--- config.mk ---
export PLATFORM = sky130hd
export DESIGN_NAME = mining_link_ctrl_flat
export DESIGN_NICKNAME = d
export VERILOG_FILES = /design/src/rtl/mining_link_ctrl_if.sv /design/src/rtl/mining_link_ctrl.sv /design/src/flat_wrapper.sv
export SDC_FILE = /design/constraint.sdc
export NUM_CORES = 2
export LEC_CHECK = 0
export CELL_PAD_IN_SITES_DETAIL_PLACEMENT = 1
export CELL_PAD_IN_SITES_GLOBAL_PLACEMENT = 2
export CORE_UTILIZATION = 30
export CTS_CLUSTER_SIZE = 14
export DETAILED_ROUTE_END_ITERATION = 16
export PLACE_DENSITY_LB_ADDON = 0.2
export REMOVE_ABC_BUFFERS = 1
export SLEW_MARGIN = 40
export SYNTH_ARGS = -nofsm -noshare
export SYNTH_HDL_FRONTEND = slang
export SYNTH_SLANG_ARGS = --single-unit
--- constraint.sdc ---
create_clock -name clk -period 3.2 [get_ports clk]
set_clock_uncertainty 0.15 [all_clocks]
set_input_delay 0.96 -clock clk [delete_from_list [all_inputs] [get_ports clk]]
set_output_delay 0.96 -clock clk [all_outputs]
set_load 0.02 [all_outputs]
--- src/rtl/mining_link_ctrl_if.sv ---
// UART-side byte handshake bundle for the mining link sequencer.
// master = sequencer, slave = UART receiver/transmitter side.
interface mining_link_ctrl_if;
   logic       rx_dv;
   logic [7:0] rx_byte;
   logic       tx_active;
   logic       tx_done;
   logic       tx_dv;
   logic [7:0] tx_byte;

   modport master (
      input  rx_dv, rx_byte, tx_active, tx_done,
      output tx_dv, tx_byte
   );

   modport slave (
      output rx_dv, rx_byte, tx_active, tx_done,
      input  tx_dv, tx_byte
   );
endinterface

--- src/rtl/mining_link_ctrl.sv ---
// Mining link sequencer: header assembly, timed hash run,
// best-hash/nonce readback over the UART transmitter.
module mining_link_ctrl #(
   parameter int BLOCK_BYTES     = 76,
   parameter int HASH_SECONDS    = 1,
   parameter int RX_TIMEOUT_CLKS = 2_000_000
) (
   input  logic                     clk,
   input  logic                     rst_i,
   mining_link_ctrl_if.master       uart,
   input  logic                     second_tick,
   input  logic [255:0]             best_hash,
   input  logic [31:0]              best_hash_nonce,
   output logic                     hash_enable,
   output logic                     core_clear,
   output logic [8*BLOCK_BYTES-1:0] block_info,
   output logic [2:0]               state,
   output logic [6:0]               bytes_rcvd,
   output logic                     frame_err
);
   localparam int IW = $clog2(RX_TIMEOUT_CLKS + 1);
   localparam int TW = $clog2(HASH_SECONDS + 1);

   typedef enum logic [2:0] {
      S_RECV  = 3'd1,
      S_CLEAR = 3'd2,
      S_HASH  = 3'd3,
      S_LATCH = 3'd4,
      S_SEND  = 3'd5,
      S_WAIT  = 3'd6
   } state_e;

   state_e                   state_q, state_d;
   logic [IW-1:0]            idle_q, idle_d;
   logic [TW-1:0]            tick_q, tick_d;
   logic [287:0]             send_q, send_d;
   logic [5:0]               cnt_q, cnt_d;
   logic [6:0]               bytes_q, bytes_d;
   logic [7:0]               tx_byte_q, tx_byte_d;
   logic                     tx_dv_q, tx_dv_d;
   logic                     hash_en_q, hash_en_d;
   logic                     clear_q, clear_d;
   logic                     ferr_q, ferr_d;
   logic                     accept;
   logic [8*BLOCK_BYTES-1:0] block_q;

   always_comb begin
      state_d   = state_q;
      idle_d    = idle_q;
      tick_d    = tick_q;
      send_d    = send_q;
      cnt_d     = cnt_q;
      bytes_d   = bytes_q;
      tx_byte_d = tx_byte_q;
      tx_dv_d   = 1'b0;
      ferr_d    = 1'b0;
      accept    = 1'b0;
      case (state_q)
         S_RECV: begin
            // a byte arriving on the expiry cycle wins over the timeout
            if (uart.rx_dv) begin
               accept = 1'b1;
               idle_d = '0;
               if (bytes_q == 7'(BLOCK_BYTES - 1)) begin
                  bytes_d = '0;
                  state_d = S_CLEAR;
               end else begin
                  bytes_d = bytes_q + 7'd1;
               end
            end else if (bytes_q != '0) begin
               idle_d = idle_q + 1'b1;
               if (idle_d == IW'(RX_TIMEOUT_CLKS)) begin
                  idle_d  = '0;
                  bytes_d = '0;
                  ferr_d  = 1'b1;
               end
            end
         end
         S_CLEAR: begin
            tick_d  = '0;
            state_d = S_HASH;
         end
         S_HASH: begin
            if (second_tick) begin
               tick_d = tick_q + 1'b1;
               if (tick_d == TW'(HASH_SECONDS)) state_d = S_LATCH;
            end
         end
         S_LATCH: begin
            send_d = {best_hash_nonce, best_hash};
            cnt_d  = 6'd36;
            // issue the first byte straight away when the line is idle
            if (!uart.tx_active) begin
               tx_dv_d   = 1'b1;
               tx_byte_d = best_hash[7:0];
               state_d   = S_WAIT;
            end else begin
               state_d = S_SEND;
            end
         end
         S_SEND: begin
            if (!uart.tx_active) begin
               tx_dv_d   = 1'b1;
               tx_byte_d = send_q[7:0];
               state_d   = S_WAIT;
            end
         end
         S_WAIT: begin
            if (uart.tx_done) begin
               send_d  = send_q >> 8;
               cnt_d   = cnt_q - 6'd1;
               state_d = (cnt_d == '0) ? S_RECV : S_SEND;
            end
         end
         default: state_d = S_RECV;
      endcase
   end

   assign hash_en_d = (state_d == S_HASH);
   assign clear_d   = (state_d == S_CLEAR);

   always_ff @(posedge clk or negedge rst_i) begin
      if (!rst_i) begin
         state_q   <= S_RECV;
         idle_q    <= '0;
         tick_q    <= '0;
         send_q    <= '0;
         cnt_q     <= '0;
         bytes_q   <= '0;
         tx_byte_q <= '0;
         tx_dv_q   <= 1'b0;
         hash_en_q <= 1'b0;
         clear_q   <= 1'b0;
         ferr_q    <= 1'b0;
         block_q   <= '0;
      end else begin
         state_q   <= state_d;
         idle_q    <= idle_d;
         tick_q    <= tick_d;
         send_q    <= send_d;
         cnt_q     <= cnt_d;
         bytes_q   <= bytes_d;
         tx_byte_q <= tx_byte_d;
         tx_dv_q   <= tx_dv_d;
         hash_en_q <= hash_en_d;
         clear_q   <= clear_d;
         ferr_q    <= ferr_d;
         if (accept) block_q[{bytes_q, 3'b000} +: 8] <= uart.rx_byte;
      end
   end

   assign uart.tx_dv   = tx_dv_q;
   assign uart.tx_byte = tx_byte_q;
   assign hash_enable  = hash_en_q;
   assign core_clear   = clear_q;
   assign block_info   = block_q;
   assign state        = state_q;
   assign bytes_rcvd   = bytes_q;
   assign frame_err    = ferr_q;
endmodule

--- src/flat_wrapper.sv ---
// flat-port wrapper written by rule: the top's interface ports become plain ports
module mining_link_ctrl_flat 
#(
   parameter int BLOCK_BYTES     = 76,
   parameter int HASH_SECONDS    = 1,
   parameter int RX_TIMEOUT_CLKS = 2_000_000
)
  (clk, rst_i, second_tick, best_hash, best_hash_nonce, hash_enable, core_clear, block_info, state, bytes_rcvd, frame_err, uart_rx_dv, uart_rx_byte, uart_tx_active, uart_tx_done, uart_tx_dv, uart_tx_byte);
  mining_link_ctrl_if uart_i ();
  input  logic clk;
  input  logic rst_i;
  input  logic second_tick;
  input  logic [255:0] best_hash;
  input  logic [31:0] best_hash_nonce;
  output logic hash_enable;
  output logic core_clear;
  output logic [8*BLOCK_BYTES-1:0] block_info;
  output logic [2:0] state;
  output logic [6:0] bytes_rcvd;
  output logic frame_err;
  input wire logic [$bits(uart_i.rx_dv)-1:0] uart_rx_dv;
  input wire logic [$bits(uart_i.rx_byte)-1:0] uart_rx_byte;
  input wire logic [$bits(uart_i.tx_active)-1:0] uart_tx_active;
  input wire logic [$bits(uart_i.tx_done)-1:0] uart_tx_done;
  output wire logic [$bits(uart_i.tx_dv)-1:0] uart_tx_dv;
  output wire logic [$bits(uart_i.tx_byte)-1:0] uart_tx_byte;
  assign uart_i.rx_dv = uart_rx_dv;
  assign uart_i.rx_byte = uart_rx_byte;
  assign uart_i.tx_active = uart_tx_active;
  assign uart_i.tx_done = uart_tx_done;
  assign uart_tx_dv = uart_i.tx_dv;
  assign uart_tx_byte = uart_i.tx_byte;
  mining_link_ctrl #(.BLOCK_BYTES(BLOCK_BYTES), .HASH_SECONDS(HASH_SECONDS), .RX_TIMEOUT_CLKS(RX_TIMEOUT_CLKS)) u_core (.clk(clk), .rst_i(rst_i), .uart(uart_i), .second_tick(second_tick), .best_hash(best_hash), .best_hash_nonce(best_hash_nonce), .hash_enable(hash_enable), .core_clear(core_clear), .block_info(block_info), .state(state), .bytes_rcvd(bytes_rcvd), .frame_err(frame_err));
endmodule
After elaboration in Yosys (flattened, before gate mapping)
Cells that the tools add are included.
{"block": "op_classes", "shift": 2, "addsub": 5, "n_eq_ne": 14, "reduce_logical": 13, "mux": 34}
{"cell": "$bwmux W608", "n": 1}
{"cell": "$shift A8 B12 Y608 const A", "n": 1}
{"cell": "$shiftx A8 B12 Y608", "n": 1}
{"cell": "$pmux W288 S2", "n": 1}
{"cell": "$mux W288", "n": 1}
{"cell": "$mux W21", "n": 3}
{"cell": "$mux W7", "n": 4}
{"cell": "$add A21 B1 Y21 const B", "n": 1}
{"cell": "$eq A21 B21 Y1 const B", "n": 1}
{"cell": "$mux W3", "n": 7}
{"cell": "$pmux W3 S6", "n": 1}
{"cell": "$mux W8", "n": 2}
{"cell": "$pmux W8 S2", "n": 1}
{"cell": "$eq A3 B2 Y1 const B", "n": 4}
{"cell": "$neg A10 Y12", "n": 1}
{"cell": "$pmux W6 S2", "n": 1}
{"cell": "$reduce_bool A2 Y1", "n": 5}
{"cell": "$eq A3 B3 Y1 const B", "n": 3}
{"cell": "$mux W1", "n": 9}
{"cell": "$ne A2 B2 Y1 const B", "n": 4}
{"cell": "$add A7 B1 Y7 const B", "n": 1}
{"cell": "$eq A7 B7 Y1 const B", "n": 1}
{"cell": "$reduce_bool A7 Y1", "n": 1}
{"cell": "$logic_not A6 Y1", "n": 1}
{"cell": "9 further kinds", "n": 12}
{"block": "totals", "out_inout_bits": 630, "reg_bits": 946, "inputBits": 302}

Depth between registers and ports, before layout
{"block": "logic_depth", "ltp_word": 6, "ltp_mapped": 13, "ltp_nobuf": 9}

Least setup slack after synthesis
OpenSTA, ideal clock, no wires.
{"block": "synth_timing", "path_type": "flip-flop to flip-flop", "from": "register u_core.bytes_q[0], in the netlist u_core.bytes_rcvd[0]", "to": "register u_core.block_q[64], in the netlist u_core.block_info[64]", "setup_slack_ns": -0.071, "path_stages_with_launch": 11, "t_required_ns": 2.925, "arrival_ns": 2.996, "cell_sequence": "dfrtp_1 > buf_2 > inv_1 > ha_1 > nand2b_1 > nor2_1 > xnor2_1 > nand2_1 > buf_1 > nor3_2 > mux2_2"}
{"block": "synth_between", "elab_chain_len": 3}
{"element": "from (decl)", "line_no": "mining_link_ctrl.sv:38", "source": "logic [6:0] bytes_q, bytes_d;"}
{"element": "from (signal assigned)", "line_no": "mining_link_ctrl.sv:142", "source": "bytes_q <= bytes_d;"}
{"element": "$neg A10 Y12 (*)", "line_no": "mining_link_ctrl.sv:148", "source": "if (accept) block_q[{bytes_q, 3'b000} +: 8] <= uart.rx_byte;"}
{"element": "$shiftx A8 B12 Y608 / $shift A8 B12 Y608 (equally long branches)", "line_no": "mining_link_ctrl.sv:148"}
{"element": "$bwmux W608 (*)", "line_no": "mining_link_ctrl.sv:148"}
{"element": "to (signal, indexed assignment)", "line_no": "mining_link_ctrl.sv:148"}
{"element": "to (decl)", "line_no": "mining_link_ctrl.sv:45", "source": "logic [8*BLOCK_BYTES-1:0] block_q;"}
Every way passes the cells marked *; elsewhere a longest branch is shown, timed or not.
A chain may end at the register's enable or synchronous reset.

Final worst setup path
{"block": "layout_timing", "from": "register u_core.bytes_q[6], in the netlist u_core.bytes_rcvd[6]", "to": "output bytes_rcvd[6]"}
{"element": "to (decl)", "line_no": "flat_wrapper.sv:19", "source": "output logic [6:0] bytes_rcvd;"}
No word-level cell between the ends.

==> summary.md <==
| Metric | Value |
|---|---|
| Status | `completed` |
| GR Overflow Total | `0` |
| Reg power frac | `0.365` |
| Number of max-cap violations | `0` |
| Worst path cell trace | `clkdlybuf4s50_1` |
| Vias in the first global route | `32354` |
| Netlist area before placement | `40300 um2` |
| Site Rows | `134` |
| WL/cell | `25.8 um` |
| Worst-path cell with the longest stage delay | `clkdlybuf4s50_1` |
| Largest net degree at the start of global routing | `132` |
| Final #Nets | `4809` |
| Critical Path RT | `2090 ps` |
| Placed inst area | `53900 um2` |
| H-tree levels | `3` |
| Vias post-DR | `30658` |
| Mean post-synth cell area | `11.9 um2` |
| Die Wd | `369 um` |
| Buffers plus inverters on the worst setup path | `1` |
| CTS tree | `done` |
| Initial antenna violation count | `30` |
| Top cells by count, synth | `dfrtp_1 (945), nand2_1 (542), mux2_2 (478)` |
| Initial core utilization | `0.302` |
| Inst Count DP | `6155` |
| Post-Syn Instances | `3386` |
| Psw | `15.0 mW` |
| Synth async-reset ratio | `1.00` |
| Switching Share | `0.357` |
| Vias/cell | `4.82` |
| Detailed Place HPWL | `125 mm` |
| Register area share after synthesis | `0.587` |
| P_int | `27.0 mW` |
| Final setup margin | `72.5 ps` |
| Relative slew slack | `0.471` |
| Die Ht | `369 um` |
| Crit path max fanout | `6` |
| Synth warn | `0` |
| Post-CTS Setup Bufs | `0` |
| Layout Cells excl Fill | `6366` |
| Number of synthesized flops with an enable pin | `0` |
| Routability congestion estimate | `0.833` |
| Clock Power Share | `0.310` |
| Synth area leaders | `dfrtp_1 (59%), mux2_2 (13%), mux2i_1 (7.2%), nand2_1 (5.0%), o21ai_0 (4.4%)` |
| Combinational group share of total power | `0.325` |
| Clk_lat worst skew | `720 ps` |
| Hold Vio Cnt, Final | `0` |
| RSZ-0062 raised after global routing | `false` |
| # setup viols final | `0` |
| Clock sinks | `946` |
| Min Tclk post-route | `3130 ps` |
| Family with the most delay on the worst path | `buffers and inverters` |
| Fin crit share | `0.977` |
| TritonRoute pass-1 iters | `5` |
| Drt drc | `0` |
| CTS max path bufs | `3` |
| Antenna Violating Nets Remaining | `0` |
| PwrDens | `728 nW/um2` |
| CORE AREA | `133000 um2` |
| Finished layout cell area | `57800 um2` |
| Port bufs | `931` |
| Clock root buffer | `clkbuf_16` |
| Worst Hold Class | `register to register` |
| Post-synth top area cell | `dfrtp_1` |
| Ys flop type | `dfrtp_1` |
| Area delta synth->final | `43.3%` |
| Highest Clock Rate | `0.320 GHz` |
| # IOs | `932` |
| Worst-margin pin slew | `794 ps` |
| Slowest stage delay, CP | `760 ps` |
| Leak | `27.9 nW` |
| Share of the synthesized area in the top cell type | `0.587` |
| GRT Total Usage | `0.239` |
| Placement Setup Slack | `-375 ps` |
| Initial drt markers | `1585` |
| Max Slew Vio Count | `0` |
| Layout cells sized above 1 | `0.224` |
| Worst IR drop on VDD | `0.000589 V` |
| Yosys reg bits | `946` |
| Critical Path Sink Type | `output port` |
| Die area | `136000 um2` |
| Arrival time at the worst endpoint | `2020 ps` |
| Post-Route WL | `164 mm` |
| CTS clk-pin slew, worst paths | `60 ps` |
| Netlist cell types | `73` |
| Num CTS Buffers | `109` |
| Worst setup SP type | `register` |
| Most frequent cell after synthesis | `dfrtp_1` |
| CP Class | `register to output port` |
| First-pass GRT wire length | `237 mm` |
state kept, by name (all words and copies together) (netlist names):
signal	count
u_core.cnt_q	6
u_core.frame_err	1
u_core.uart.tx_dv	1
u_core.send_q	288
u_core.bytes_rcvd	7
u_core.tick_q	1
u_core.state	3
u_core.hash_enable	1
u_core.block_info	608
u_core.core_clear	1
u_core.uart.tx_byte	8
u_core.idle_q	21
cells in the final DEF, fill, tap and decap left out, types with 6 or more instances in the layout:
cell	netlist	layout
a21oi_1	19	19
a22o_1	10	10
a31oi_1	7	7
and2_1	50	50
and3_1	26	24
buf_12	0	66
buf_2	14	8
buf_4	7	208
bufinv_16	0	8
clkbuf_1	166	24
clkbuf_16	0	110
clkbuf_8	0	35
clkdlybuf4s50_1	0	916
clkinv_2	0	13
dfrtp_1	945	945
diode_2	0	11
ha_1	8	7
inv_1	10	10
mux2_2	478	478
mux2i_1	292	292
nand2_1	542	538
nand3_1	48	46
nand4_1	14	14
nor2_1	119	118
nor2_2	20	21
nor3_1	36	34
nor3_2	19	21
nor3_4	12	12
o21ai_0	357	356
o21ai_1	17	18
o31ai_1	37	37
o31ai_2	6	6
or3_1	22	22
cells by family (layout without fill, tap and decap cells):
| group | Yosys count | in the layout | share of synthesized area |
|---|---|---|---|
| multiplexers | 774 | 774 | 0.208 |
| AO/OA/AOI/OAI | 485 | 485 | 0.0685 |
| XOR/XNOR | 11 | 11 | 0.00239 |
| flip-flops | 946 | 946 | 0.587 |
| other | 0 | 11 | 0 |
| adder cells (fa/ha/maj) | 8 | 8 | 0.00248 |
| AND/OR/NAND/NOR | 947 | 947 | 0.111 |
| buffers and inverters | 215 | 1416 | 0.0214 |
through the flow:
| step | hold slack [ps] | setup TNS (ps) | total power [mW] | util |
|---|---|---|---|---|
| final | 325 | 0 | 42.0 | 0.433 |
| after global routing | 347 | 0 | 44.0 | 0.433 |
| after CTS | 326 | 0 | 42.6 | 0.433 |
| after detailed placement | 312 | -71590 | 29.3 | 0.404 |
| after global placement | 303 | -73940 | 29.1 | 0.404 |
| after floorplan | 299 | -2616790 | 21.3 | - |
final timing paths:
check                                     start                      to  slack, ps  cells past startpoint
max                        u_core.bytes_rcvd[6]           bytes_rcvd[6]         70                      1
min                          u_core.send_q[119]      u_core.send_q[119]        320                      2
max reg2reg                u_core.bytes_rcvd[1]  u_core.block_info[269]        130                     10
min reg2reg                  u_core.send_q[119]      u_core.send_q[119]        320                      2
max in group asynchronous                 rst_i  u_core.block_info[329]       1190                      4
min in group asynchronous                 rst_i  u_core.block_info[440]        600                      2
repair_timing:
item / 4_1_cts / 5_1_grt
hold buffers: 1 / 0
setup endpoints to repair: 20 / 16
pin swaps: 0 / 3
cloned: 0 / 0
endpoints found under the hold margin: 31 / 0
resized for setup: 8 / 3
routing by layer:
metal,wire length (um),global-route usage,vias to the layer above
met3,10800,0.0668,249
li1,-,-,14087
met4,6850,0.0898,10
met5,72,0,-
met1,65900,0.288,15516
met2,80300,0.406,796
cell type report:
type	count	area, um2
Sequential cell	946	23700
Clock inverter	30	444
Antenna cell	11	27.5
Clock buffer	169	3320
Fill cell	14153	75700
Tap cell	1768	2210
Timing Repair Buffer	1206	12200
Multi-Input combinational cell	2225	15900
Inverter	11	41.3
power by group through the flow:
| stage | combinational [mW] | clock, mW | sequential [mW] |
|---|---|---|---|
| floorplan | 4.50 | 0 | 16.8 |
| global placement | 13.6 | 0 | 15.5 |
| detailed placement | 13.7 | 0 | 15.5 |
| CTS | 13.8 | 13.5 | 15.4 |
| global route | 14.6 | 13.9 | 15.6 |
| finish | 13.6 | 13.1 | 15.3 |
Note: power is estimated with default switching activity, not from simulation.
